File: config.mk
export PLATFORM = sky130hd
export DESIGN_NAME = spi_xfer_scheduler
export DESIGN_NICKNAME = d
export VERILOG_FILES = /design/src/rtl/spi_pkg.sv /design/src/rtl/rr_arbiter2.sv /design/src/rtl/spi_xfer_scheduler.sv
export SDC_FILE = /design/constraint.sdc
export NUM_CORES = 1
export LEC_CHECK = 0
export CAP_MARGIN = 30
export CORE_AREA = 3 3 80 90
export DETAILED_ROUTE_END_ITERATION = 6
export DIE_AREA = 0 0 83 93
export PLACE_DENSITY = 0.83
export SYNTH_ARGS = -nofsm -noshare
export SYNTH_HDL_FRONTEND = slang
export SYNTH_SLANG_ARGS = --single-unit
File: constraint.sdc
create_clock -name clk -period 2.88 [get_ports clk]
set_input_delay 0.576 -clock clk [delete_from_list [all_inputs] [get_ports clk]]
set_output_delay 0.576 -clock clk [all_outputs]
set_load 0.1 [all_outputs]
File: src/rtl/spi_pkg.sv
// Shared types and constants for the SPI transfer scheduler: FSM states,
// SPI master register offsets, command byte layout and the ready timeout.
package spi_pkg;

  typedef enum logic [3:0] {
    IDLE,
    SEL,
    TX0,
    WAIT0,
    TX1,
    WAIT1,
    RX,
    DESEL,
    RESP
  } state_t;

  localparam logic [4:0] REG_SS     = 5'd0;
  localparam logic [4:0] REG_TX     = 5'd1;
  localparam logic [4:0] REG_STATUS = 5'd2;
  localparam logic [4:0] REG_RX     = 5'd3;

  localparam int         CMD_WR_BIT     = 7;
  localparam int         TIMEOUT_CYCLES = 1024;
  localparam int         TIMEOUT_W      = $clog2(TIMEOUT_CYCLES);
  localparam logic [7:0] TIMEOUT_RDATA  = 8'hFF;

  // One access on the SPI master register bus, held for a single cycle.
  typedef struct packed {
    logic        cs;
    logic        write;
    logic        read;
    logic [4:0]  addr;
    logic [31:0] wdata;
  } bus_t;

  localparam bus_t BUS_IDLE = '0;

  function automatic bus_t bus_write(input logic [4:0] addr, input logic [31:0] data);
    bus_t b;
    b       = BUS_IDLE;
    b.cs    = 1'b1;
    b.write = 1'b1;
    b.addr  = addr;
    b.wdata = data;
    return b;
  endfunction

  function automatic bus_t bus_read(input logic [4:0] addr);
    bus_t b;
    b      = BUS_IDLE;
    b.cs   = 1'b1;
    b.read = 1'b1;
    b.addr = addr;
    return b;
  endfunction

  function automatic logic [7:0] cmd_byte(input logic wr, input logic [3:0] addr);
    logic [7:0] c;
    c             = {4'b0000, addr};
    c[CMD_WR_BIT] = wr;
    return c;
  endfunction

endpackage

File: src/rtl/rr_arbiter2.sv
// Two-requester round-robin arbiter; on a tie the requester not granted
// most recently wins. The pointer advances only on the update strobe.
module rr_arbiter2 (
  input  logic       clk,
  input  logic       reset_n,
  input  logic [1:0] req,
  input  logic       update,
  output logic [1:0] grant
);

  logic last;

  always_comb begin
    // NOTE: assigning a default before any branch keeps this block purely combinational (no latch).
    grant = 2'b00;
    if (req[0] && (!req[1] || last)) begin
      grant = 2'b01;
    end else if (req[1]) begin
      grant = 2'b10;
    end
  end

  // Reset to "requester 1 last granted" so requester 0 wins the first tie.
  always_ff @(posedge clk or negedge reset_n) begin
    if (!reset_n) begin
      last <= 1'b1;
    end else if (update && (|grant)) begin
      last <= grant[1];
    end
  end

endmodule

File: src/rtl/spi_xfer_scheduler.sv
// Arbitrates two register-access requesters and sequences each one as a
// two-byte SPI transaction through the SPI master's register bus.
module spi_xfer_scheduler
  import spi_pkg::*;
#(
  parameter int SS_WIDTH = 2,
  parameter int SS_IDX   = 0
) (
  input  logic        clk,
  input  logic        reset_n,
  input  logic [1:0]  req,
  input  logic [1:0]  req_wr,
  input  logic [7:0]  req_addr,
  input  logic [15:0] req_wdata,
  output logic [1:0]  gnt,
  output logic        rsp_valid,
  output logic        rsp_id,
  output logic [7:0]  rsp_rdata,
  output logic        busy,
  output logic        m_cs,
  output logic        m_write,
  output logic        m_read,
  output logic [4:0]  m_reg_addr,
  output logic [31:0] m_wr_data,
  input  logic [31:0] m_rd_data
);

  localparam logic [SS_WIDTH-1:0] SS_SELECT      = ~(SS_WIDTH'(1) << SS_IDX);
  localparam logic [31:0]         SS_SELECT_WORD = 32'(SS_SELECT);
  localparam logic [31:0]         SS_IDLE_WORD   = 32'({SS_WIDTH{1'b1}});

  state_t               state;
  bus_t                 bus_q;
  logic                 id_q;
  logic                 wr_q;
  logic [3:0]           addr_q;
  logic [7:0]           wdata_q;
  logic [7:0]           rdata_q;
  logic [TIMEOUT_W-1:0] to_cnt;

  logic [1:0] arb_gnt;
  logic       arb_id;
  logic       arb_update;
  logic       unused_rd_upper;

  assign arb_update      = (state == IDLE) && (|req);
  assign arb_id          = arb_gnt[1];
  assign unused_rd_upper = ^m_rd_data[31:8];

  rr_arbiter2 u_arb (
    .clk     (clk),
    .reset_n (reset_n),
    .req     (req),
    .update  (arb_update),
    .grant   (arb_gnt)
  );

  assign m_cs       = bus_q.cs;
  assign m_write    = bus_q.write;
  assign m_read     = bus_q.read;
  assign m_reg_addr = bus_q.addr;
  assign m_wr_data  = bus_q.wdata;

  // Each state's bus access is loaded on the transition into that state, so
  // strobes are registered and last exactly one cycle.
  always_ff @(posedge clk or negedge reset_n) begin
    if (!reset_n) begin
      state     <= IDLE;
      bus_q     <= BUS_IDLE;
      gnt       <= 2'b00;
      rsp_valid <= 1'b0;
      rsp_id    <= 1'b0;
      rsp_rdata <= 8'h00;
      busy      <= 1'b0;
      id_q      <= 1'b0;
      wr_q      <= 1'b0;
      addr_q    <= 4'h0;
      wdata_q   <= 8'h00;
      rdata_q   <= 8'h00;
      to_cnt    <= '0;
    end else begin
      // NOTE: non-blocking assignments here, so every branch sees the pre-edge register values.
      bus_q     <= BUS_IDLE;
      gnt       <= 2'b00;
      rsp_valid <= 1'b0;

      case (state)
        IDLE: begin
          if (|req) begin
            state   <= SEL;
            busy    <= 1'b1;
            gnt     <= arb_gnt;
            id_q    <= arb_id;
            wr_q    <= arb_id ? req_wr[1]        : req_wr[0];
            addr_q  <= arb_id ? req_addr[7:4]    : req_addr[3:0];
            wdata_q <= arb_id ? req_wdata[15:8]  : req_wdata[7:0];
            bus_q   <= bus_write(REG_SS, SS_SELECT_WORD);
          end
        end

        SEL: begin
          state <= TX0;
          bus_q <= bus_write(REG_TX, 32'(cmd_byte(wr_q, addr_q)));
        end

        TX0: begin
          state  <= WAIT0;
          to_cnt <= '0;
          bus_q  <= bus_read(REG_STATUS);
        end

        WAIT0, WAIT1: begin
          if (m_rd_data[0]) begin
            if (state == WAIT0) begin
              state <= TX1;
              bus_q <= bus_write(REG_TX, 32'(wr_q ? wdata_q : 8'h00));
            end else begin
              state <= RX;
              bus_q <= bus_read(REG_RX);
            end
          end else if (to_cnt == TIMEOUT_W'(TIMEOUT_CYCLES - 1)) begin
            state   <= DESEL;
            rdata_q <= TIMEOUT_RDATA;
            bus_q   <= bus_write(REG_SS, SS_IDLE_WORD);
          end else begin
            to_cnt <= to_cnt + 1'b1;
            bus_q  <= bus_read(REG_STATUS);
          end
        end

        TX1: begin
          state  <= WAIT1;
          to_cnt <= '0;
          bus_q  <= bus_read(REG_STATUS);
        end

        RX: begin
          state   <= DESEL;
          rdata_q <= wr_q ? 8'h00 : m_rd_data[7:0];
          bus_q   <= bus_write(REG_SS, SS_IDLE_WORD);
        end

        DESEL: begin
          state     <= RESP;
          rsp_valid <= 1'b1;
          rsp_id    <= id_q;
          rsp_rdata <= rdata_q;
        end

        RESP: begin
          state <= IDLE;
          busy  <= 1'b0;
        end

        default: begin
          state <= IDLE;
          busy  <= 1'b0;
        end
      endcase
    end
  end

endmodule

==> results of run 1 <==
==> synthesized netlist by cell type, drive strengths merged, types with 2 or more instances <==
library cell	instances	area share
dfrtp	61	0.51
buf	30	0.077
a21oi	23	0.039
nor2	22	0.028
nand2	16	0.020
mux2i	13	0.044
clkbuf	12	0.016
o21ai	12	0.020
mux2	9	0.034
nand2b	9	0.019
a2bb2oi	7	0.021
and3	6	0.013
or3	5	0.011
inv	4	0.0051
o31ai	4	0.010
a21o	3	0.0076
and2	3	0.0063
nand3	3	0.0051
nor2b	3	0.0063
nor3	3	0.0051
a21boi	2	0.0051
a22o	2	0.0059
a31oi	2	0.0042
and4	2	0.0059
nand3b	2	0.0051
nand4	2	0.0042
o211ai	2	0.0051
o21a	2	0.0051
o22ai	2	0.0042
or2	2	0.0042
or4	2	0.0051
xnor2	2	0.0059
==> metrics by stage <==
step	setup slack (ps)	instances	util	hold WS [ps]
after floorplan	727	310	-	280
after global placement	268	420	0.546	464
after detailed placement	200	420	0.546	475
after CTS	546	434	0.575	421
after global routing	436	434	0.575	450
final	545	434	0.575	382
==> layout make-up <==
| type | instances | area [um2] |
|---|---|---|
| well taps | 82 | 103 |
| multi-input cells | 202 | 1230 |
| fillers | 591 | 2740 |
| repair buffers | 70 | 613 |
| inverters | 4 | 15.0 |
| flip-flops and latches | 62 | 1550 |
| clock inverters | 1 | 30.0 |
| clock buffers | 13 | 159 |
==> sequential cells by signal, indices dropped and copies added (netlist names), 2 cells and up <==
signal     flops
gnt            2
m_wr_data      8
to_cnt        10
rsp_rdata      8
state          4
rdata_q        8
wdata_q        8
addr_q         4
==> kinds of logic (layout without fill, tap and decap cells) <==
kind of cell / Yosys count / in the layout
AOI/OAI and AO/OA: 66 / 66
other: 1 / 27
DFF: 62 / 62
adders and majority gates: 2 / 2
muxes: 22 / 22
buffers and inverters: 46 / 88
and+or+nand+nor: 83 / 83
xor gates and xnor gates: 2 / 2
==> where the power goes <==
part,internal (W),total (W),switching [W]
Combinational,0.000670,0.00246,0.00179
Sequential,0.00121,0.00144,0.000222
Clock,0.000438,0.000741,0.000302
==> worst paths after layout <==
check | start | to | slack (ps) | cells past startpoint
worst min register to register | id_q | id_q | 480 | 1
worst max-delay path | m_rd_data[0] | to_cnt[7] | 550 | 5
max in group asynchronous | reset_n | to_cnt[5] | 1990 | 2
min in group clk | id_q | id_q | 480 | 1
worst max register to register | to_cnt[0] | to_cnt[7] | 730 | 5
worst min-delay path | reset_n | m_wr_data[4] | 380 | 2
==> layer usage <==
metal	wire, um	track usage	up-vias
met3	315	0.0502	6
met1	2550	0.189	1071
met5	0	0	-
li1	-	-	1083
met2	3010	0.267	62
met4	82	0.0613	0
==> worst max-delay path, stage by stage <==
cell and delay (ps):
sky130_fd_sc_hd__clkdlybuf4s50_1 420, sky130_fd_sc_hd__or3b_4 400, sky130_fd_sc_hd__a311o_1 550, sky130_fd_sc_hd__or4_1 480
sky130_fd_sc_hd__a21oi_1 150
==> insert_results.sql, run 1 <==
INSERT INTO impl_metrics (metric_group, metric, value, unit) VALUES
('floorplanning', 'top_level_ports', '115', ''),
('pwr', 'leakage', '1.70', 'nW'),
('cts', 'root_buffer', 'sky130_fd_sc_hd__clkbuf_8', ''),
('logic_synthesis', 'synth.cell_area', '2970', 'um2'),
('sta', 'totalNegativeSetupSlack', '0', 'ps'),
('logic_synthesis', 'post_synth_mux_area_share', '0.0779', ''),
('sta', 'clock_skew', '6.50', 'ps'),
('worst_setup_path', 'worstSetupPathType', 'input pin to flop', ''),
('logic_synthesis', 'ys_seq_area_frac', '0.523', ''),
('floorplanning', 'die_y_extent', '93', 'um'),
('place', 'placement.io_buffers', '63', ''),
('drt', 'detail_route.wl_per_cell', '13.7', 'um'),
('sta', 'worst_slew_pin_slew', '876', 'ps'),
('cts', 'clock_sink_count', '62', ''),
('logic_synthesis', 'synth-edff-count', '0', ''),
('sta', 'timing.final.hold_violations', '0', ''),
('cts', 'cts_setup_buffers', '0', ''),
('cells_and_area', 'fin_area', '3700', 'um2'),
('floorplanning', 'placement_row_count', '31', ''),
('cells_and_area', 'inserted_diodes', '0', ''),
('cts', 'cts_tree', 'yes', ''),
('logic_synthesis', 'area_fraction_in_compound_gates_after_synthesis', '0.141', ''),
('global_routing', 'grt_first_pass_wirelength', '9800', 'um'),
('cts', 'htree_num_levels', '3', ''),
('logic_synthesis', 'post_synth.cell_area_avg', '10.5', 'um2'),
('pwr', 'vdd.ir_drop.worst', '0.000842', 'V'),
('place', 'post-dp-hpwl', '4200', 'um'),
('logic_synthesis', 'area_share_of_and_or_nand_nor_cells_after_synthesis', '0.146', ''),
('floorplanning', 'core_area', '6440', 'um2'),
('logic_synthesis', 'synth_adder_area_share', '0.00758', ''),
('cts', 'cts_resized', '0', ''),
('logic_synthesis', 'synth.lib_cells_used.distinct', '48', ''),
('place', 'gp_congestion', '0.792', ''),
('logic_synthesis', 'combinational_family_with_the_most_area_after_synthesis', 'simple AND/OR/NAND/NOR gates', ''),
('worst_setup_path', 'startpoint_type', 'input pin', ''),
('logic_synthesis', 'synthesis.instances', '284', ''),
('sta', 'fmaxAchievable', '428', 'MHz'),
('sta', 'slew_headroom', '0.411', ''),
('drt', 'routed_wl', '5960', 'um'),
('sta', 'rsz0062_at_grt', 'false', ''),
('cts', 'clock_path_buffers', '2', ''),
('drt', 'vias', '2222', ''),
('sta', 'final.period_utilization', '0.811', ''),
('logic_synthesis', 'synth.ff_latch_count', '62', ''),
('floorplanning', 'floorplan.initialDensity', '0.462', ''),
('drt', 'via_density', '5.12', ''),
('drt', 'drc_violations', '0', ''),
('global_routing', 'grt_pass1_vias', '2151', ''),
('run', 'maxCapViolations', '0', ''),
('logic_synthesis', 'yosys_warnings', '0', ''),
('cts', 'cts.clk_slew.worst_paths', '70', 'ps'),
('pwr', 'power.density', '1250', 'nW/um2'),
('drt', 'final_antenna_net_count', '0', ''),
('sta', 'slew_viol_final', '0', ''),
('min_path', 'min-delay-path-class', 'input pin to asynchronous set/reset pin', ''),
('pwr', 'post-layout-total-power', '0.00464', 'W'),
('worst_setup_path', 'cp_max_fo', '19', ''),
('cells_and_area', 'layout.cells.most_common', 'sky130_fd_sc_hd__dfrtp_1', ''),
('sta', 'setup-violations-final', '0', ''),
('global_routing', 'antenna_found_initial', '0', ''),
('drt', 'router_iterations_before_antenna_repair', '4', ''),
('cells_and_area', 'final_layout_size_suffix_gt1_frac', '0.170', ''),
('worst_setup_path', 'worstPathArrival', '2580', 'ps'),
('cts', 'worstSkewPairLatency', '330', 'ps'),
('global_routing', 'overflow', '0', ''),
('logic_synthesis', 'synthXorXnorAreaFrac', '0.00589', ''),
('cts', 'cts_hold_repair.buffers', '0', ''),
('floorplanning', 'floorplan.die_area', '7720', 'um2'),
('worst_setup_path', 'critPathCaptureType', 'flop', ''),
('global_routing', 'pin_count_of_the_biggest_net_entering_global_routing', '63', ''),
('worst_setup_path', 'worst-endpoint-required', '3130', 'ps'),
('cts', 'cts_made_buffers', '9', ''),
('place', 'placed_cell_area', '3510', 'um2'),
('logic_synthesis', 'postSynth.topFlopCell', 'sky130_fd_sc_hd__dfrtp_1', ''),
('global_routing', 'grtUsageTotal', '0.159', ''),
('cells_and_area', 'layout_net_count', '412', ''),
('drt', '1st_iter_drt_viols', '202', ''),
('cells_and_area', 'most_frequent_cells_in_the_layout', 'sky130_fd_sc_hd__dfrtp_1, sky130_fd_sc_hd__clkdlybuf4s50_1, sky130_fd_sc_hd__buf_4, sky130_fd_sc_hd__conb_1, sky130_fd_sc_hd__a21oi_1', ''),
('sta', 'minimum_clock_period', '2330', 'ps'),
('logic_synthesis', 'synth_async_sr_flop_share', '1.00', ''),
('status', 'status', 'complete, no violations', ''),
('floorplanning', 'die_w', '83', 'um'),
('cells_and_area', 'area_delta_synth_final', '24.6', '%');
(Power assumes the default switching activity.)
==> run 2: changes to the inputs <==
--- a/config.mk
+++ b/config.mk
@@ -6,10 +6,10 @@
 export NUM_CORES = 1
 export LEC_CHECK = 0
 export CAP_MARGIN = 30
-export CORE_AREA = 3 3 80 90
+export CORE_AREA = 3 3 83 93
 export DETAILED_ROUTE_END_ITERATION = 6
-export DIE_AREA = 0 0 83 93
-export PLACE_DENSITY = 0.83
+export DIE_AREA = 0 0 86 96
+export PLACE_DENSITY = 0.78
 export SYNTH_ARGS = -nofsm -noshare
 export SYNTH_HDL_FRONTEND = slang
 export SYNTH_SLANG_ARGS = --single-unit
==> constraint.sdc (replaced) <==
create_clock -name clk -period 2.41 [get_ports clk]
set_input_delay 0.482 -clock clk [delete_from_list [all_inputs] [get_ports clk]]
set_output_delay 0.482 -clock clk [all_outputs]
set_load 0.1 [all_outputs]
==> run 2 against run 1 <==
Against the previous run: utilization down 2.6 points; setup slack worse by 250 ps; count of clock-buffer cells in the layout increased by 1; via count up 2.9%; combinational power increased by 22%; register-to-register slack worse by 370 ps; clock skew up 3.0 ps; die area up 7.0%; critical endpoint is now to_cnt[9]; highest routed layer unchanged.
==> insert_results.sql, run 2 (synthesis results as in run 1) <==
INSERT INTO impl_metrics (metric_group, metric, value, unit) VALUES
('sta', 'slew_viol_final', '0', ''),
('pwr', 'vdd.ir_drop.worst', '0.00108', 'V'),
('cts', 'clock_path_buffers', '2', ''),
('pwr', 'leakage', '1.75', 'nW'),
('sta', 'timing.final.hold_violations', '0', ''),
('drt', 'routed.top_layer', 'met4', ''),
('cts', 'worstSkewPairLatency', '340', 'ps'),
('worst_setup_path', 'worst-endpoint-required', '2680', 'ps'),
('worst_setup_path', 'reg2regPathDepth', '5', ''),
('cells_and_area', 'layout.cells.most_common', 'sky130_fd_sc_hd__dfrtp_1', ''),
('run', 'maxCapViolations', '0', ''),
('pwr', 'power.density', '1510', 'nW/um2'),
('drt', 'vias', '2287', ''),
('floorplanning', 'floorplan.initialDensity', '0.429', ''),
('sta', 'setup-violations-final', '0', ''),
('floorplanning', 'die_w', '86', 'um'),
('cells_and_area', 'layout_net_count', '419', ''),
('floorplanning', 'die_y_extent', '96', 'um'),
('cts', 'htree_num_levels', '3', ''),
('global_routing', 'grt_pass1_vias', '2249', ''),
('global_routing', 'pin_count_of_the_biggest_net_entering_global_routing', '28', ''),
('place', 'gp_congestion', '0.784', ''),
('cells_and_area', 'fin_area', '3800', 'um2'),
('worst_setup_path', 'crit_family', 'simple AND/OR/NAND/NOR gates', ''),
('worst_setup_path', 'cp_max_fo', '12', ''),
('floorplanning', 'top_level_ports', '115', ''),
('drt', 'routed_wl', '6260', 'um'),
('cells_and_area', 'layout.core_utilization', '0.549', ''),
('sta', 'final.period_utilization', '0.878', ''),
('cts', 'cts_made_buffers', '9', ''),
('cells_and_area', 'inserted_diodes', '0', ''),
('sta', 'slew_headroom', '0.575', ''),
('floorplanning', 'core_area', '6930', 'um2'),
('worst_setup_path', 'cp-startpoint', 'm_rd_data[0]', ''),
('place', 'post-dp-hpwl', '4610', 'um'),
('cts', 'cts_setup_buffers', '0', ''),
('cts', 'cts.clk_slew.worst_paths', '70', 'ps'),
('cts', 'cts_resized', '0', ''),
('worst_setup_path', 'regToRegStartpoint', 'to_cnt[0]', ''),
('global_routing', 'grtUsageTotal', '0.160', ''),
('worst_setup_path', 'cp_cell_sequence', 'clkdlybuf4s50_1 > or3b_4 > a311o_1 > or4_1 > a21oi_1', ''),
('worst_setup_path', 'critical_path.max_stage_delay', '470', 'ps'),
('drt', 'via_density', '5.13', ''),
('drt', 'dr_wl_met2', '3230', 'um'),
('cts', 'cts_tree', 'yes', ''),
('cells_and_area', 'most_frequent_cells_in_the_layout', 'sky130_fd_sc_hd__dfrtp_1, sky130_fd_sc_hd__buf_4, sky130_fd_sc_hd__clkdlybuf4s50_1, sky130_fd_sc_hd__conb_1, sky130_fd_sc_hd__a21oi_1', ''),
('sta', 'minimum_clock_period', '2120', 'ps'),
('worst_setup_path', 'cp.depth', '5', ''),
('global_routing', 'overflow', '0', ''),
('worst_setup_path', 'worstPathArrival', '2380', 'ps'),
('cts', 'root_buffer', 'sky130_fd_sc_hd__clkbuf_8', ''),
('floorplanning', 'placement_row_count', '32', ''),
('drt', 'routedLengthMet1', '2560', 'um'),
('cells_and_area', 'registers.top_by_ff_count', 'to_cnt', ''),
('drt', 'drc_violations', '0', ''),
('place', 'placedCellCount', '430', ''),
('sta', 'fmaxAchievable', '473', 'MHz'),
('cells_and_area', 'final_layout_size_suffix_gt1_frac', '0.194', ''),
('sta', 'clock_skew', '9.45', 'ps'),
('place', 'placed_cell_area', '3580', 'um2'),
('cells_and_area', 'largest_reg_flops', '10', ''),
('drt', 'router_iterations_before_antenna_repair', '5', ''),
('worst_setup_path', 'startpoint_type', 'input pin', ''),
('worst_setup_path', 'timing.reg2reg.setup_slack', '360', 'ps'),
('cells_and_area', 'post_layout_nonfiller_instances', '446', ''),
('pwr', 'post-layout-total-power', '0.00572', 'W'),
('cts', 'cts_hold_repair.buffers', '0', ''),
('drt', 'final_antenna_net_count', '0', ''),
('drt', 'wl_met3', '345', 'um'),
('drt', '1st_iter_drt_viols', '123', ''),
('global_routing', 'antenna_found_initial', '0', ''),
('min_path', 'min-delay-path-class', 'input pin to asynchronous set/reset pin', ''),
('floorplanning', 'floorplan.die_area', '8260', 'um2'),
('global_routing', 'grt_first_pass_wirelength', '10200', 'um'),
('worst_setup_path', 'cpMaxStageDelayCell', 'sky130_fd_sc_hd__a311o_1', ''),
('sta', 'worst_slew_pin_slew', '632', 'ps'),
('drt', 'detail_route.wl_per_cell', '14.0', 'um'),
('cts', 'clock_sink_count', '62', ''),
('cells_and_area', 'area_delta_synth_final', '28.0', '%'),
('status', 'status', 'complete, no violations', ''),
('sta', 'hold_ws', '89.2', 'ps'),
('sta', 'rsz0062_at_grt', 'false', ''),
('worst_setup_path', 'worstSetupPathType', 'input pin to flop', ''),
('worst_setup_path', 'worstPathBufferInverterCount', '1', ''),
('place', 'placement.io_buffers', '63', ''),
('worst_setup_path', 'critPathCaptureType', 'flop', '');
[run 2: worst paths after layout]
path | endpoint
setup / recovery | to_cnt[9]
hold / removal | m_wr_data[7]
setup reg to reg | to_cnt[9]
hold reg to reg | id_q
max in group asynchronous | u_arb.last
min in group clk | id_q
[run 2: area by class of cell]
class                   instances  area, um2
fillers                       615       3120
flip-flops and latches         62       1550
multi-input cells             202       1230
repair buffers                 77        678
clock buffers                  14        183
well taps                      85        106
clock inverters                 2       37.5
inverters                       4       15.0
[run 2: routing by layer]
metal / GRT usage / up-vias
met1: 0.183 / 1113
met2: 0.275 / 74
met4: 0.0805 / 0
met3: 0.0437 / 10
li1: - / 1090
met5: 0 / -
[run 2: worst register-to-register path, stage by stage, from the launching register on]
cell and delay (ps):
sky130_fd_sc_hd__dfrtp_1 410, sky130_fd_sc_hd__ha_1 230, sky130_fd_sc_hd__and4_1 270, sky130_fd_sc_hd__a311o_1 470, sky130_fd_sc_hd__or4_1 450, sky130_fd_sc_hd__a21oi_1 150
[run 2: report_power, final]
group / switching, W / total (W) / internal, W
clock network: 0.000396 / 0.000987 / 0.000591
logic: 0.00215 / 0.00301 / 0.000858
registers: 0.000273 / 0.00172 / 0.00145
total: 0.00282 / 0.00572 / 0.00290
[run 2: stage by stage]
stage	setup WS, ps	TNS, ps
after CTS	313	0
after detailed placement	-43.0	-74.4
after global placement	5.49	0
after global routing	268	0
after floorplan	351	0
final	294	0
